### config.mk
export PLATFORM = sky130hd
export DESIGN_NAME = instr_decode_stage
export DESIGN_NICKNAME = d
export VERILOG_FILES = /design/src/rtl/instr_decode_stage.sv
export SDC_FILE = /design/constraint.sdc
export NUM_CORES = 1
export LEC_CHECK = 0
export CORE_ASPECT_RATIO = 0.5
export CORE_MARGIN = 2
export CORE_UTILIZATION = 44
export CTS_CLUSTER_SIZE = 16
export DETAILED_ROUTE_END_ITERATION = 10
export PLACE_DENSITY_LB_ADDON = 0.2
export SLEW_MARGIN = 30
export SYNTH_ARGS = -nofsm -noshare
export SYNTH_HDL_FRONTEND = slang
export SYNTH_SLANG_ARGS = --single-unit
### constraint.sdc
create_clock -name clk_i -period 2.03 [get_ports clk_i]
set_input_delay 0.406 -clock clk_i [delete_from_list [all_inputs] [get_ports clk_i]]
set_output_delay 0.406 -clock clk_i [all_outputs]
set_load 0.01 [all_outputs]
### src/rtl/instr_decode_stage.sv
// Single-register RV32I/RV32M decode stage: classifies the opcode, builds the sign-extended
// immediate and flags unsupported encodings, with one valid/ready output register.
module instr_decode_stage #(
    parameter int XLEN  = 32,
    parameter int EN_M  = 0,
    parameter int CNT_W = 16
) (
    input  logic             clk_i,
    input  logic             rst_ni,
    input  logic             flush_i,
    input  logic             in_valid_i,
    output logic             in_ready_o,
    input  logic [31:0]      instr_i,
    input  logic [XLEN-1:0]  pc_i,
    output logic             out_valid_o,
    input  logic             out_ready_i,
    output logic [XLEN-1:0]  pc_o,
    output logic [4:0]       rs1_addr_o,
    output logic [4:0]       rs2_addr_o,
    output logic [4:0]       rd_addr_o,
    output logic [6:0]       opcode_o,
    output logic [2:0]       funct3_o,
    output logic [6:0]       funct7_o,
    output logic [XLEN-1:0]  imm_o,
    output logic [2:0]       imm_type_o,
    output logic             illegal_o,
    output logic [CNT_W-1:0] dec_count_o
);

    localparam logic [2:0] IMM_NONE = 3'd0;
    localparam logic [2:0] IMM_I    = 3'd1;
    localparam logic [2:0] IMM_S    = 3'd2;
    localparam logic [2:0] IMM_B    = 3'd3;
    localparam logic [2:0] IMM_U    = 3'd4;
    localparam logic [2:0] IMM_J    = 3'd5;

    logic               capture;
    logic [6:0]         op;
    logic [6:0]         f7;
    logic [2:0]         d_type;
    logic               d_ill;
    logic signed [31:0] imm32;
    logic [XLEN-1:0]    d_imm;

    // Handshake: a transfer happens on a rising edge where valid && ready are both 1;
    // the register accepts whenever it is empty or is being drained in the same cycle.
    assign in_ready_o = !out_valid_o || out_ready_i;
    assign capture    = in_valid_i && in_ready_o && !flush_i;

    assign op    = instr_i[6:0];
    assign f7    = instr_i[31:25];
    assign d_imm = XLEN'(imm32);

    always_comb begin
        d_type = IMM_NONE;
        d_ill  = 1'b0;
        imm32  = '0;
        case (op)
            7'b0110011: begin
                d_ill = !((f7 == 7'b0000000) || (f7 == 7'b0100000) ||
                          ((EN_M != 0) && (f7 == 7'b0000001)));
            end
            7'b0010011, 7'b0000011, 7'b1100111, 7'b1110011: begin
                d_type = IMM_I;
                imm32  = {{20{instr_i[31]}}, instr_i[31:20]};
            end
            7'b0100011: begin
                d_type = IMM_S;
                imm32  = {{20{instr_i[31]}}, instr_i[31:25], instr_i[11:7]};
            end
            7'b1100011: begin
                d_type = IMM_B;
                imm32  = {{20{instr_i[31]}}, instr_i[7], instr_i[30:25], instr_i[11:8], 1'b0};
            end
            7'b0110111, 7'b0010111: begin
                d_type = IMM_U;
                imm32  = {instr_i[31:12], 12'b0};
            end
            7'b1101111: begin
                d_type = IMM_J;
                imm32  = {{12{instr_i[31]}}, instr_i[19:12], instr_i[20], instr_i[30:21], 1'b0};
            end
            default: d_ill = 1'b1;
        endcase
        if (instr_i[1:0] != 2'b11) d_ill = 1'b1;
        // Illegal encodings keep their raw fields but carry no immediate.
        if (d_ill) begin
            d_type = IMM_NONE;
            imm32  = '0;
        end
    end

    always_ff @(posedge clk_i or negedge rst_ni) begin
        if (!rst_ni) begin
            out_valid_o <= 1'b0;
            pc_o        <= '0;
            rs1_addr_o  <= '0;
            rs2_addr_o  <= '0;
            rd_addr_o   <= '0;
            opcode_o    <= '0;
            funct3_o    <= '0;
            funct7_o    <= '0;
            imm_o       <= '0;
            imm_type_o  <= '0;
            illegal_o   <= 1'b0;
            dec_count_o <= '0;
        end else if (flush_i) begin
            out_valid_o <= 1'b0;
        end else if (capture) begin
            out_valid_o <= 1'b1;
            pc_o        <= pc_i;
            rs1_addr_o  <= instr_i[19:15];
            rs2_addr_o  <= instr_i[24:20];
            rd_addr_o   <= instr_i[11:7];
            opcode_o    <= op;
            funct3_o    <= instr_i[14:12];
            funct7_o    <= f7;
            imm_o       <= d_imm;
            imm_type_o  <= d_type;
            illegal_o   <= d_ill;
            dec_count_o <= dec_count_o + CNT_W'(1);
        end else if (out_ready_i) begin
            out_valid_o <= 1'b0;
        end
    end

endmodule

== After elaboration in Yosys (flattened, before gate mapping) ==
Index checks and enable logic that the tools add are counted.

* Bits in registers: 117
* Logic and storage cells: 48
* Bits of input ports: 69

* Bitwise operators: 1
* Eq/ne operators: 12
* Muxes and demuxes: 9
* Add/subtract/negate cells: 1
* Reduce and logical (&&, ||, !) cells: 13

{| class="wikitable"
|+ Operators by type and width
! operator !! count
|-
| $pmux W32 S5 || 1
|-
| $mux W32 || 1
|-
| $eq A7 B6 Y1 const B || 4
|-
| $eq A7 B7 Y1 const B || 4
|-
| $add A16 B1 Y16 const B || 1
|-
| $pmux W3 S5 || 1
|-
| $eq A7 B5 Y1 const B || 2
|-
| $reduce_or A9 Y1 || 1
|-
| $eq A7 B2 Y1 const B || 1
|-
| $logic_not A7 Y1 || 1
|-
| $mux W1 || 4
|-
| $reduce_or A4 Y1 || 1
|-
| $logic_not A1 Y1 || 3
|-
| $mux W3 || 1
|-
| $reduce_bool A3 Y1 || 1
|-
| $logic_and A1 B1 Y1 || 2
|-
| $logic_or A1 B1 Y1 || 2
|-
| $ne A2 B2 Y1 const B || 1
|-
| $pmux W1 S2 || 1
|-
| $reduce_and A2 Y1 || 1
|-
| $reduce_or A2 Y1 || 1
|-
| $not A1 Y1 || 1
|}

== Longest topological paths before layout ==
* Word-level depth: 6
* Mapped depth: 9
* Gate-level depth less buffers: 6

== Worst setup path before layout ==
Ideal clock, no wire load.

* Kind: flip-flop to flip-flop
* Start: reg out_valid_o
* End: reg imm_o[22]
* Cell stages (with the launch flop): 10
* Path buffers: 3
* Data arrival time: 1.760 ns
* Setup slack: 0.196 ns
* Cell sequence: dfrtp_1 > nor2b_4 > inv_2 > nand3b_1 > buf_2 > a311o_1 > or2_1 > buf_6 > buf_6 > o21ai_2

* Longest elaborated chain between the ends: 5

{| class="wikitable"
|+ Ends and longest elaborated chain
! item !! RTL line !! source
|-
| from (decl) || 15 || <nowiki>output logic out_valid_o,</nowiki>
|-
| from (signal assigned) || 95 || <nowiki>out_valid_o <= 1'b0;</nowiki>
|-
| from (signal assigned) || 108 || <nowiki>out_valid_o <= 1'b0;</nowiki>
|-
| from (signal assigned) || 110 || <nowiki>out_valid_o <= 1'b1;</nowiki>
|-
| $logic_not A1 Y1 || 47 || <nowiki>assign in_ready_o = !out_valid_o || out_ready_i;</nowiki>
|-
| $logic_or A1 B1 Y1 || 47 ||
|-
| via in_ready_o || 12 || <nowiki>output logic in_ready_o,</nowiki>
|-
| $logic_and A1 B1 Y1 (2 in a row) || 48 || <nowiki>assign capture = in_valid_i && in_ready_o && !flush_i;</nowiki>
|-
| $reduce_and A2 Y1 (no line) || n/a ||
|-
| to (signal assigned) || 118 || <nowiki>imm_o <= d_imm;</nowiki>
|-
| to (decl) || 24 || <nowiki>output logic [XLEN-1:0] imm_o,</nowiki>
|}

The timed path passes the listed nets, and every way through them passes these cells.
A chain may end at the register's enable or synchronous reset.

== Final worst setup path ==
* Start: in out_ready_i
* End: reg dec_count_o[13]

* Longest elaborated chain between the ends: 4

{| class="wikitable"
|+ Ends and longest elaborated chain
! item !! RTL line !! source
|-
| from (decl) || 16 || <nowiki>input logic out_ready_i,</nowiki>
|-
| $logic_or A1 B1 Y1 || 47 ||
|-
| $logic_and A1 B1 Y1 (2 in a row) || 48 ||
|-
| $reduce_and A2 Y1 (no line) || n/a ||
|-
| to (signal assigned) || 121 || <nowiki>dec_count_o <= dec_count_o + CNT_W'(1);</nowiki>
|-
| to (decl) || 27 || <nowiki>output logic [CNT_W-1:0] dec_count_o</nowiki>
|}

Every way passes these cells.

==> run summary <==
IR analysis of the VDD net gives a maximum drop of approximately 600 uV. The filler-free cell count of the finished design is just under 900. Leaving out fill and tap cells, the most frequent cell in the layout is sky130_fd_sc_hd__nand2_1.

In the final layout, the share of cells above drive strength 1 is 13.6%. The post-synthesis register bit count is ~120. The highest fanout seen on the critical path came out at 4.

The later-pin clock latency in the skew report came out at ~0.40 ns. Compared with the post-synthesis result, the final layout area differs by 60.2%. The final weighted congestion in routability-driven placement is just under 0.9. The power per unit of standard cell area is 888 nW/um^2.

The placed standard-cell area came out at roughly 7200 sq um. In the layout the commonest cells are sky130_fd_sc_hd__nand2_1, sky130_fd_sc_hd__clkdlybuf4s50_1, sky130_fd_sc_hd__dfrtp_1. The overall routing resource usage came out at 24.7%. The number of different library cells in the post-synthesis netlist came out at 48. The remaining antenna violation count is 0. After clock tree synthesis, the clock-pin slew on the worst setup and hold paths is ~0.050 ns. The part of the Yosys area used for sequential elements came out at 60.1%. The total number of nets in the final design is 808. The tree is rooted in a sky130_fd_sc_hd__clkbuf_16. The post-synthesis net count is 577.

The run finished with clean final reports. In this run, CTS created clock tree buffers numbering 17. Port buffering added ~190 buffers. The final cell area excluding filler cells is approximately 8000 sq um. The detailed-route wire length came out at 14200 um. The count of final hold-check violations came out at 0. The maximum clock path buffer count is 2. The cell area that synthesis handed to floorplanning was 4870 sq um. The number of detailed-route iterations in the first pass came out at 4.

The final core utilization is 71.7%. Among all flip-flop cells after synthesis, the most frequent one is sky130_fd_sc_hd__dfrtp_1. The setup path with the least slack is of type primary input to register.

The H-tree generated during clock tree synthesis spans 4 levels. The global-route congestion overflow total came out at 0. The final-layout setup total negative slack came out at 0 ns. TritonCTS built the clock tree. The critical path goes through clkdlybuf4s50_1, nor2b_4, inv_2, nand3b_1, or4_1, nor2_1, xor2_1. At the pin with the least slew margin, the transition time is 0.591 ns. STA classifies the critical path startpoint as a primary input. During synthesis, Yosys emitted a total of 0 warnings. The number of enable flip-flop cells after synthesis came out at 0. The final cycle utilization of the critical path is 95.9%. The half-perimeter wire length after placement is between 10000 and 15000 um.

Setup repair after global routing could not meet its margin everywhere. The final-layout fill cell count came out at 838. Setup violations remaining at the end of the flow were counted as 0.

During I/O placement, the number of pins put on the boundary was between 150 and 200. The path class of the tightest hold or removal check is register to register. The count of vias placed by the detailed router is 4437.

The type of element capturing the critical path is a register. The initial cell density of the core came out at approximately 45%. The final critical path time including I/O delays and setup came out at 1.95 ns.

The vertical extent of the die came out at between 70 and 80 um. The clock tree skew after final layout came out at just under 0.008 ns. Each instance of the synthesized netlist takes up on average 9.61 sq um. The total number of clock tree sinks came out at 117. The via count of the first global-routing pass is around 4400.

The fmax came out at around 500 MHz. The global-route wire length before repair is about 23000 um. Across the run, the number of max-cap violations was 0.

The instance count after placement with tap cells included is between 800 and 900. After detailed routing, the average wire length per cell comes to between 15 and 20 um. The largest stage delay on the critical path is roughly 0.68 ns. The cell at the slowest stage of the critical path is sky130_fd_sc_hd__or4_1. The first routing iteration left 231 violations.

The tightest slew margin relative to the limit is about three fifths. In the routed layout, each cell is associated on average with a via count of between 4 and 5. The post-detailed-route DRC marker count is 0.

Row generation in the floorplan step produced 27 rows. The initial antenna violation count came out at 0. The arrival time at the worst endpoint came out at around 2.3 ns. The antenna diode count is 0. The endpoint required time on the critical path came out at about 2.4 ns. The total area inside the core boundary comes to 10900 sq um. The floorplan step defined a die boundary enclosing ~12000 sq um. The largest net degree at the start of global routing came out at 48. The number of max-slew violations in the final report came out at 0. The leakage power figure came out at between 3 and 4 nW. Synthesis produced a netlist whose cell count is ~500. The die width came out at roughly 150 um.

After synthesis, the share of flip-flops with an asynchronous set or reset is 100%.
## what timing repair did
| action | 4_1_cts | 5_1_grt |
|---|---|---|
| endpoints found under the hold margin | 24 | 0 |
| setup endpoints to repair | 1 | 2 |
| hold buffers | 1 | 0 |
| setup buffers | 0 | 0 |
| resized for setup | 1 | 0 |
## layout make-up
| class | count | area, sq um | share of cell area, % |
|---|---|---|---|
| Multi-Input combinational cell | 357 | 1810 | 23.2 |
| Timing Repair Buffer | 239 | 2310 | 29.6 |
| Tap cell | 145 | 181 | 2.32 |
| Clock inverter | 11 | 110 | 1.41 |
| Inverter | 6 | 22.5 | 0.289 |
| Sequential cell | 117 | 2930 | 37.5 |
| Clock buffer | 20 | 447 | 5.72 |
## final timing paths
path | start | endpoint | slack, ns | depth (start not counted)
worst max register to register | out_valid_o | dec_count_o[13] | 0.14 | 6
worst max-delay path | out_ready_i | dec_count_o[13] | 0.08 | 7
worst min register to register | rs2_addr_o[3] | rs2_addr_o[3] | 0.47 | 2
max in group asynchronous | rst_ni | pc_o[26] | 0.89 | 3
worst min-delay path | rs2_addr_o[3] | rs2_addr_o[3] | 0.47 | 2
min in group asynchronous | rst_ni | opcode_o[4] | 0.49 | 2
## per-stage QoR
stage	setup WS (ns)	hold slack (ns)	total power, mW
after floorplan	0.196	0.110	3.24
after global placement	-0.258	0.351	4.11
after detailed placement	-0.314	0.359	4.14
after CTS	0.0971	0.469	6.99
after global routing	-0.00369	0.489	7.24
final	0.0828	0.469	6.93
## cell usage after synthesis (all sizes together), types with 2 or more instances
master	number	area share, %
a21oi	15	1.5
a221o	8	1.6
a22o	6	1.1
a22oi	5	0.77
a31oi	3	0.39
and2	3	0.39
and3	5	0.64
buf	6	0.87
clkbuf	21	1.6
dfrtp	117	60
inv	6	0.46
nand2	219	17
nand3	9	0.92
nand4	4	0.51
nor2	13	1.0
nor3	3	0.41
o21ai	27	3.5
or2	2	0.26
xnor2	10	1.8
xor2	6	1.1
## routing by layer
metal  wire [um]  vias to the layer above  track usage (%)
li1            -                     2135                -
met1        6480                     2157             32.3
met2        6890                      139             41.7
met3         716                        6             5.14
met4          98                        0             8.33
met5           0                        -                0
## worst max-delay path, delay by kind of cell
family,cells,cell delay (ns)
xor gates and xnor gates,1,0.16
buffers and inverters,2,0.56
and+or+nand+nor,4,1.14
## cells by family (layout without fill, tap and decap cells)
family	after synthesis	count (layout)	share of synthesized area, %
buf+inv	33	276	2.95
flops	117	117	60.1
xor+xnor	16	16	2.88
simple gates	268	268	23.2
fa+ha+maj	1	1	0.257
mux	1	1	0.205
compound gates	71	71	10.4
## power by group
group	switching, mW	internal, mW
Combinational	0.590	0.746
Clock	1.02	1.81
Sequential	0.174	2.59
## state kept, by name, indices dropped and copies added (netlist names)
signal	flops
imm_type_o	3
opcode_o	7
rs2_addr_o	5
rd_addr_o	5
funct7_o	7
dec_count_o	16
out_valid_o	1
imm_o	32
illegal_o	1
funct3_o	3
rs1_addr_o	5
pc_o	32
Note: power is estimated with default switching activity, not from simulation.
